`src/rtl/conv_pkg.sv`:
```
// Shared encodings for the DDC receive-path arbiter.
package conv_pkg;

    // arb_mode encodings; 2'b11 behaves like ARB_FIX0
    localparam logic [1:0] ARB_FIX0 = 2'b00;
    localparam logic [1:0] ARB_FIX1 = 2'b01;
    localparam logic [1:0] ARB_RR   = 2'b10;

    typedef enum logic {
        ST_IDLE = 1'b0,
        ST_PKT  = 1'b1
    } arb_state_t;

endpackage

```
`src/rtl/conv_axis_oreg.sv`:
```
// Single-stage registered AXIS output slice (payload = tlast + tdata).
// load must only be asserted while load_rdy is high.
module conv_axis_oreg #(
    parameter int W = 33
) (
    input  logic         axis_clk,
    input  logic         rst,
    input  logic         load,
    input  logic [W-1:0] load_data,
    output logic         load_rdy,
    output logic         m_tvalid,
    output logic [W-1:0] m_payload,
    input  logic         m_tready
);

    assign load_rdy = ~m_tvalid | m_tready;

    // Hold the beat until taken; a new load may replace it in the same cycle it leaves
    always_ff @(posedge axis_clk) begin
        if (rst) begin
            m_tvalid  <= 1'b0;
            m_payload <= '0;
        end else if (load) begin
            m_tvalid  <= 1'b1;
            m_payload <= load_data;
        end else if (m_tready) begin
            m_tvalid  <= 1'b0;
        end
    end

endmodule

```
`src/rtl/conv_rx_arb.sv`:
```
// Packet-level arbiter sharing the DDC receive path between AXIS rx channels 0 and 1.
//
// state   | meaning
// --------+---------------------------------------------------------------
// ST_IDLE | no packet owned; both treadys low; pick a candidate channel
// ST_PKT  | forwarding the packet of channel 'grant' until tlast or stall timeout
module conv_rx_arb
    import conv_pkg::*;
#(
    parameter int U_DLY       = 1,
    parameter int DATA_W      = 32,
    parameter int CNT_W       = 16,
    parameter int TIMEOUT_CYC = 1024
) (
    input  logic              axis_clk,
    input  logic              rst,
    input  logic [1:0]        arb_mode,
    input  logic              s0_tvalid,
    input  logic              s0_tlast,
    input  logic [DATA_W-1:0] s0_tdata,
    output logic              s0_tready,
    input  logic              s1_tvalid,
    input  logic              s1_tlast,
    input  logic [DATA_W-1:0] s1_tdata,
    output logic              s1_tready,
    output logic              m_tvalid,
    output logic              m_tlast,
    output logic [DATA_W-1:0] m_tdata,
    input  logic              m_tready,
    output logic              grant,
    output logic              busy,
    output logic [CNT_W-1:0]  pkt_cnt0,
    output logic [CNT_W-1:0]  pkt_cnt1,
    output logic              to_pulse,
    output logic [7:0]        to_cnt
);

    localparam int WD_W = (TIMEOUT_CYC > 1) ? $clog2(TIMEOUT_CYC) : 1;
    localparam bit WD_EN = (TIMEOUT_CYC > 0);
    localparam logic [WD_W-1:0] WD_LAST = WD_EN ? WD_W'(TIMEOUT_CYC - 1) : '0;

    // U_DLY applies to simulation only; not used by this RTL
    logic unused_u_dly;
    assign unused_u_dly = (U_DLY != 0);

    arb_state_t        state;
    logic              last_grant;
    logic [WD_W-1:0]   wd;
    logic              out_rdy;
    logic              g_tvalid;
    logic              g_tlast;
    logic [DATA_W-1:0] g_tdata;
    logic              beat_acc;
    logic              wd_expire;
    logic              cand_vld;
    logic              cand;

    assign g_tvalid = grant ? s1_tvalid : s0_tvalid;
    assign g_tlast  = grant ? s1_tlast  : s0_tlast;
    assign g_tdata  = grant ? s1_tdata  : s0_tdata;

    assign s0_tready = (state == ST_PKT) && !grant && out_rdy;
    assign s1_tready = (state == ST_PKT) &&  grant && out_rdy;

    assign beat_acc  = (state == ST_PKT) && g_tvalid && out_rdy;
    // Only an absent source counts as a stall; backpressure from m_tready never does
    assign wd_expire = WD_EN && (state == ST_PKT) && !g_tvalid && (wd == WD_LAST);

    assign busy = (state == ST_PKT);

    // Candidate channel for the next packet; round-robin prefers the channel not served last
    always_comb begin
        cand_vld = 1'b0;
        cand     = 1'b0;
        case (arb_mode)
            ARB_FIX1: begin
                cand_vld = s1_tvalid;
                cand     = 1'b1;
            end
            ARB_RR: begin
                if (last_grant ? s0_tvalid : s1_tvalid) begin
                    cand_vld = 1'b1;
                    cand     = ~last_grant;
                end else if (last_grant ? s1_tvalid : s0_tvalid) begin
                    cand_vld = 1'b1;
                    cand     = last_grant;
                end
            end
            default: begin
                cand_vld = s0_tvalid;
                cand     = 1'b0;
            end
        endcase
    end

    // Arbitration FSM, stall watchdog and status counters
    always_ff @(posedge axis_clk) begin
        if (rst) begin
            state      <= ST_IDLE;
            grant      <= 1'b0;
            last_grant <= 1'b1;
            wd         <= '0;
            pkt_cnt0   <= '0;
            pkt_cnt1   <= '0;
            to_pulse   <= 1'b0;
            to_cnt     <= '0;
        end else begin
            to_pulse <= 1'b0;
            case (state)
                ST_IDLE: begin
                    if (cand_vld) begin
                        grant <= cand;
                        wd    <= '0;
                        state <= ST_PKT;
                    end
                end
                ST_PKT: begin
                    if (beat_acc) begin
                        wd <= '0;
                        if (g_tlast) begin
                            if (grant) pkt_cnt1 <= pkt_cnt1 + 1'b1;
                            else       pkt_cnt0 <= pkt_cnt0 + 1'b1;
                            last_grant <= grant;
                            state      <= ST_IDLE;
                        end
                    end else if (wd_expire) begin
                        // Abandon the packet; downstream sees it truncated without tlast
                        to_pulse   <= 1'b1;
                        if (to_cnt != 8'hFF) to_cnt <= to_cnt + 8'd1;
                        last_grant <= grant;
                        state      <= ST_IDLE;
                    end else if (!g_tvalid && WD_EN) begin
                        wd <= wd + 1'b1;
                    end
                end
                default: state <= ST_IDLE;
            endcase
        end
    end

    logic [DATA_W:0] m_payload;

    conv_axis_oreg #(
        .W (DATA_W + 1)
    ) u_oreg (
        .axis_clk  (axis_clk),
        .rst       (rst),
        .load      (beat_acc),
        .load_data ({g_tlast, g_tdata}),
        .load_rdy  (out_rdy),
        .m_tvalid  (m_tvalid),
        .m_payload (m_payload),
        .m_tready  (m_tready)
    );

    assign m_tlast = m_payload[DATA_W];
    assign m_tdata = m_payload[DATA_W-1:0];

endmodule

```
`config.mk`:
```
export PLATFORM = sky130hd
export DESIGN_NAME = conv_rx_arb
export DESIGN_NICKNAME = d
export VERILOG_FILES = /design/src/rtl/conv_pkg.sv /design/src/rtl/conv_axis_oreg.sv /design/src/rtl/conv_rx_arb.sv
export SDC_FILE = /design/constraint.sdc
export NUM_CORES = 1
export LEC_CHECK = 0
export CAP_MARGIN = 25
export CORE_MARGIN = 4
export CORE_UTILIZATION = 45
export DETAILED_ROUTE_END_ITERATION = 8
export PLACE_DENSITY = 0.92
export SLEW_MARGIN = 10
export SYNTH_ARGS = -nofsm -noshare
export SYNTH_HDL_FRONTEND = slang
export SYNTH_SLANG_ARGS = --single-unit
```
`constraint.sdc`:
```
create_clock -name axis_clk -period 3.4 [get_ports axis_clk]
set_clock_uncertainty 0.15 [all_clocks]
set_input_delay 1.02 -clock axis_clk [delete_from_list [all_inputs] [get_ports axis_clk]]
set_output_delay 1.02 -clock axis_clk [all_outputs]
set_load 0.005 [all_outputs]
```
Word level (Yosys, flattened, before mapping)
Index checks and enable logic that the tools add are counted.

Eq/ne operators: 8. Multiplexer cells: 27. Bitwise logic cells: 6. Reductions and logical operators: 19. Add/sub/neg operators: 4.

Operator list (number): $mux 10 (4); $add 16x1->16 const B (2); $mux 32 (1); $pmux 10 s2 (1); $mux 1 (18); $reduce_and 4->1 (3); $add 10x1->10 const B (1); $eq 10x10->1 const B (1); $add 8x1->8 const B (1); $logic_and 1x1->1 (8); $ne 8x8->1 const B (1); $pmux 1 s2 (3); $reduce_and 3->1 (2); $not 1->1 (5); $ne 2x2->1 const B (2); $reduce_bool 2->1 (2); $ne 3x2->1 const B (1); $ne 3x3->1 const B (1); $reduce_or 3->1 (1); $eq 2x1->1 const B (1); $eq 2x2->1 const B (1); $logic_not 1->1 (2); $reduce_and 2->1 (1); $or 1x1->1 (1).

Bits of input ports: 73. Flip-flop bits (word level): 88.

Logic depth before layout (Yosys ltp)
Word-level depth: 7. Depth in mapped cells: 8. Gate-level depth less buffers: 7.

Cells and area by module
Synthesis repeated with hierarchy kept, for this count alone.

Cells, all modules: 449. Area, all modules: 4179.0 um^2.

Modules (own cells, without submodules): conv_rx_arb (instances 1, area each 2940.3 um^2, cells each 338); conv_axis_oreg (instances 1, area each 1238.7 um^2, cells each 111).

Worst setup path after synthesis
Ideal clock, no wire load.

Path kind: input to register. From: input port s0_tvalid. To: register to_cnt[5]. Stages on the path: 7. Library setup time: 0.128 ns. Path buffers: 2. Required time: 3.122 ns. Arrival time: 2.524 ns. Setup slack: 0.598 ns. Cell sequence: mux2_4 -> or4_4 -> buf_6 -> buf_6 -> nor4_4 -> xnor2_1 -> nor2_1.

Longest elaborated chain between the ends: 5. Elaborated cells on any way between the ends: 8. Classes of those cells: mux (1); bitwise (1); reduce/logical (6).

RTL lines: from (decl) (RTL line conv_rx_arb.sv:18) `input logic s0_tvalid,`; $mux 1 * (RTL line conv_rx_arb.sv:58) `assign g_tvalid = grant ? s1_tvalid : s0_tvalid;`; $logic_not 1->1 / $logic_and 1x1->1 (equally long branches); $logic_and 1x1->1, on equally long branches (RTL line conv_rx_arb.sv:67, conv_rx_arb.sv:65); $logic_and 1x1->1 / $not 1->1 (equally long branches); $reduce_and 4->1 (no line) *; to (signal assigned) (RTL line conv_rx_arb.sv:129) `if (to_cnt != 8'hFF) to_cnt <= to_cnt + 8'd1;`; to (decl) (RTL line conv_rx_arb.sv:35) `output logic [7:0] to_cnt`.

Every way passes the cells marked *; elsewhere a longest branch is shown, timed or not. A chain may end at the register's enable or synchronous reset.

Final worst setup path
From: input port m_tready. To: output port s1_tready.

Longest elaborated chain between the ends: 2.

RTL lines: from (decl) (RTL line conv_rx_arb.sv:29) `input logic m_tready,`; $or 1x1->1 (RTL line conv_axis_oreg.sv:16) `assign load_rdy = ~m_tvalid | m_tready;`; $logic_and 1x1->1 (RTL line conv_rx_arb.sv:63) `assign s1_tready = (state == ST_PKT) && grant && out_rdy;`; to (decl) (RTL line conv_rx_arb.sv:25) `output logic s1_tready,`.

No other way between the ends.

==> metrics.yaml <==
run_status:
  status: "completed"
grt:
  grt_pass1_wl_mm: 18.2
  grt_max_degree: 66
  antenna_found_initial: 0
  grt_overflow: 0
  track_usage_pct: 20.3
  grt_pass1_vias: 3917
finish:
  layout-drive-gt1-share_pct: 6.33
  nNetsFinal: 690
  final_common_cell: "clkdlybuf4s50_1"
  register_area_um2: 1760
  multi_input_area_um2: 2210
  synthToLayoutAreaGrowth_pct: 44.0
  instances_no_fill: 724
  antenna_cells: 0
  layout_common_cells: "148 x clkdlybuf4s50_1, 87 x dfxtp_1, 83 x nor2_1, 38 x mux2i_1, 33 x a211oi_1"
  finish.utilization_pct: 67.3
  num-fill-cells: 696
floorplanning:
  initial_core_util_pct: 46.8
  coreArea_um2: 8850
  die_w_um: 104
  die_area_um2: 10800
  std_cell_rows: 34
  dieHeight_um: 104
  io_pins: 152
setup_path:
  crit_path_end_kind: "primary output"
  path_cells: "clkdlybuf4s50_1, nand2b_1, and3_1, dlygate4sd2_1"
  cp_slowest_cell: "clkdlybuf4s50_1"
  arrival_ns: 2.01
  crit_path_max_fanout: 2
  worstSetupPathType: "input port to primary output"
  cp-start-kind: "input port"
  max_stage_delay_ns: 0.41
  worstPathRequired_ns: 2.23
route:
  first_pass_iters: 4
  num_vias: 3934
  routed_wl_mm: 11.2
  first_iter_violations: 126
  ant_nets: 0
  drc: 0
  vias_per_cell: 5.43
  wl_per_cell_um: 15.5
synth:
  ys_types: 45
  synth_area_um2: 4140
  synth_top_family_by_area: "simple AND/OR/NAND/NOR gates"
  synth_xor_area_share_pct: 7.19
  synth.mux.area_fraction_pct: 10.1
  synth_edf_count: 0
  netlist_instances: 467
  synth-compound-area-share_pct: 11.3
  synth-seq-cells: 88
  ys_seq_area_share_pct: 42.6
  synth_ff_type: "dfxtp_1"
  async_reset_ff_share_pct: 0
  synth_warnings: 0
  synthAdderAreaFrac_pct: 1.81
  synth-simple-area-share_pct: 23.0
  postSynthAreaPerCell_um2: 8.86
  synth_fp_nets: 546
pwr:
  finalPower_mw: 2.16
  power.leakage_nw: 2.06
  ir_drop_mv: 0.188
  powerDensity_nw_per_um2: 363
  p_seq_share_pct: 50.4
  comb_power_share_pct: 15.4
  p_int_mw: 1.62
  power.share.switching_pct: 25.0
  p_sw_mw: 0.540
  clkPwrFrac_pct: 34.2
clocking:
  root_buffer: "clkbuf_8"
  cts_buffers: 9
  numClockSinks: 88
  worstSkewPairLatency_ns: 0.35
  cts_max_level: 3
  clk_pin_slew_worst_paths_ns: 0.09
  cts_setup_buffers: 0
  cts_tree: "done"
  postCtsHoldBufs: 0
  clk_path_buf_depth: 2
timing:
  rsz0062_at_grt: "false"
  setup_viol: 0
  finalHoldViolations: 0
  fin_tns_setup_ns: 0
  timing.final.crit_period_ns: 3.18
  relSlewSlack_pct: 40.7
  tightestPinTransition_ns: 0.881
  timing.fmax_mhz: 314
  maxSlewViolCount: 0
  hold_slack_ns: 0.334
  min_period_over_period_pct: 93.6
run:
  max_cap_violations: 0
placement:
  hpwl_mm: 8.47
  io_buffers: 151
  dp.cells: 707
  gp_congestion: 0.812
hold_path:
  hp-class: "flip-flop to flip-flop"
## kinds of logic (layout without fill, tap and decap cells)
| kind of cell | after synthesis | in the layout |
|---|---|---|
| AOI/OAI and AO/OA | 71 | 71 |
| xor gates and xnor gates | 34 | 34 |
| adders and majority gates | 6 | 6 |
| buffers and inverters | 39 | 188 |
| DFF | 88 | 88 |
| muxes | 41 | 41 |
| and+or+nand+nor | 188 | 188 |
## through the flow
stage                     setup WS (ns)  area, µm²
after CTS                      0.000890       5950
after global routing              0.157       5960
after detailed placement        -0.0538       5750
final                             0.217       5960
after global placement          -0.0168       5750
after floorplan                   0.598       4140
## Yosys cell counts (2+ instances only)
cell type,n,area (µm²)
mux2_2,2,22.5
and2_1,3,18.8
nand4b_1,2,17.5
clkbuf_1,20,75.1
nor2b_1,5,31.3
nand4_1,19,119
nor3_1,5,25.0
buf_1,7,26.3
mux2i_1,38,380
nor4_4,2,42.5
ha_1,6,75.1
dfxtp_1,88,1760
nor4_1,4,25.0
a211oi_1,33,248
or4_1,2,15.0
nand3_1,18,90.1
o21ai_0,17,85.1
and3_1,8,50.1
nand2_1,22,82.6
nor4b_1,2,17.5
buf_6,3,33.8
xor2_1,23,201
nor2_1,83,312
o31ai_1,4,30.0
and4_1,2,17.5
xnor2_1,11,96.3
a21oi_1,10,50.1
inv_1,9,33.8
nand2b_1,3,18.8
## power groups by stage
stage          Combinational (mW)  Sequential (mW)  Clock (mW)
2_1_floorplan               0.136             1.11           0
3_3_place_gp                0.326             1.11           0
3_5_place_dp                0.335             1.11           0
4_1_cts                     0.336             1.09       0.765
5_1_grt                     0.363             1.10       0.810
6_report                    0.333             1.09       0.741
## cell type report
| cell class | count | share of cell area [%] |
|---|---|---|
| clock buffer | 10 | 2.31 |
| clock inverter | 6 | 1.13 |
| inverter | 9 | 0.567 |
| multi-input combinational | 340 | 37.1 |
| sequential | 88 | 29.6 |
| tap | 108 | 2.27 |
| timing repair buffer | 163 | 27.0 |
## final timing paths
check        startpoint     endpoint  slack, ns  cells after the start
max            m_tready    s1_tready       0.22                      4
min               wd[9]        wd[9]       0.33                      1
min reg2reg       wd[9]        wd[9]       0.33                      1
max reg2reg       grant  pkt_cnt1[3]       0.87                      6
## routing by layer
metal | track usage [%] | vias to the layer above | wire length, µm
met5 | 0 | - | 0
met4 | 8.26 | 0 | 185
met3 | 7.08 | 19 | 977
met2 | 35.3 | 146 | 5580
met1 | 22.5 | 1830 | 4450
li1 | - | 1939 | -
## sequential cells by signal (all words and copies together), names as in the netlist
| signal | flops |
|---|---|
| pkt_cnt1 | 16 |
| busy | 1 |
| wd | 10 |
| to_cnt | 8 |
| last_grant | 1 |
| u_oreg.m_tvalid | 1 |
| u_oreg.m_payload | 33 |
| pkt_cnt0 | 16 |
| to_pulse | 1 |
| grant | 1 |
## critical path, delay by kind of cell
family | cells | cell delay, ns
buffers and inverters | 2 | 0.67
and+or+nand+nor | 2 | 0.33
## repair_timing
| action | CTS | global route |
|---|---|---|
| resized for setup | 1 | 1 |
| gates cloned | 0 | 0 |
| pin swaps | 0 | 0 |
| endpoints found under the hold margin | 0 | 0 |
| endpoints found under the setup margin | 1 | 1 |
Power figures use the tool's default switching activity.
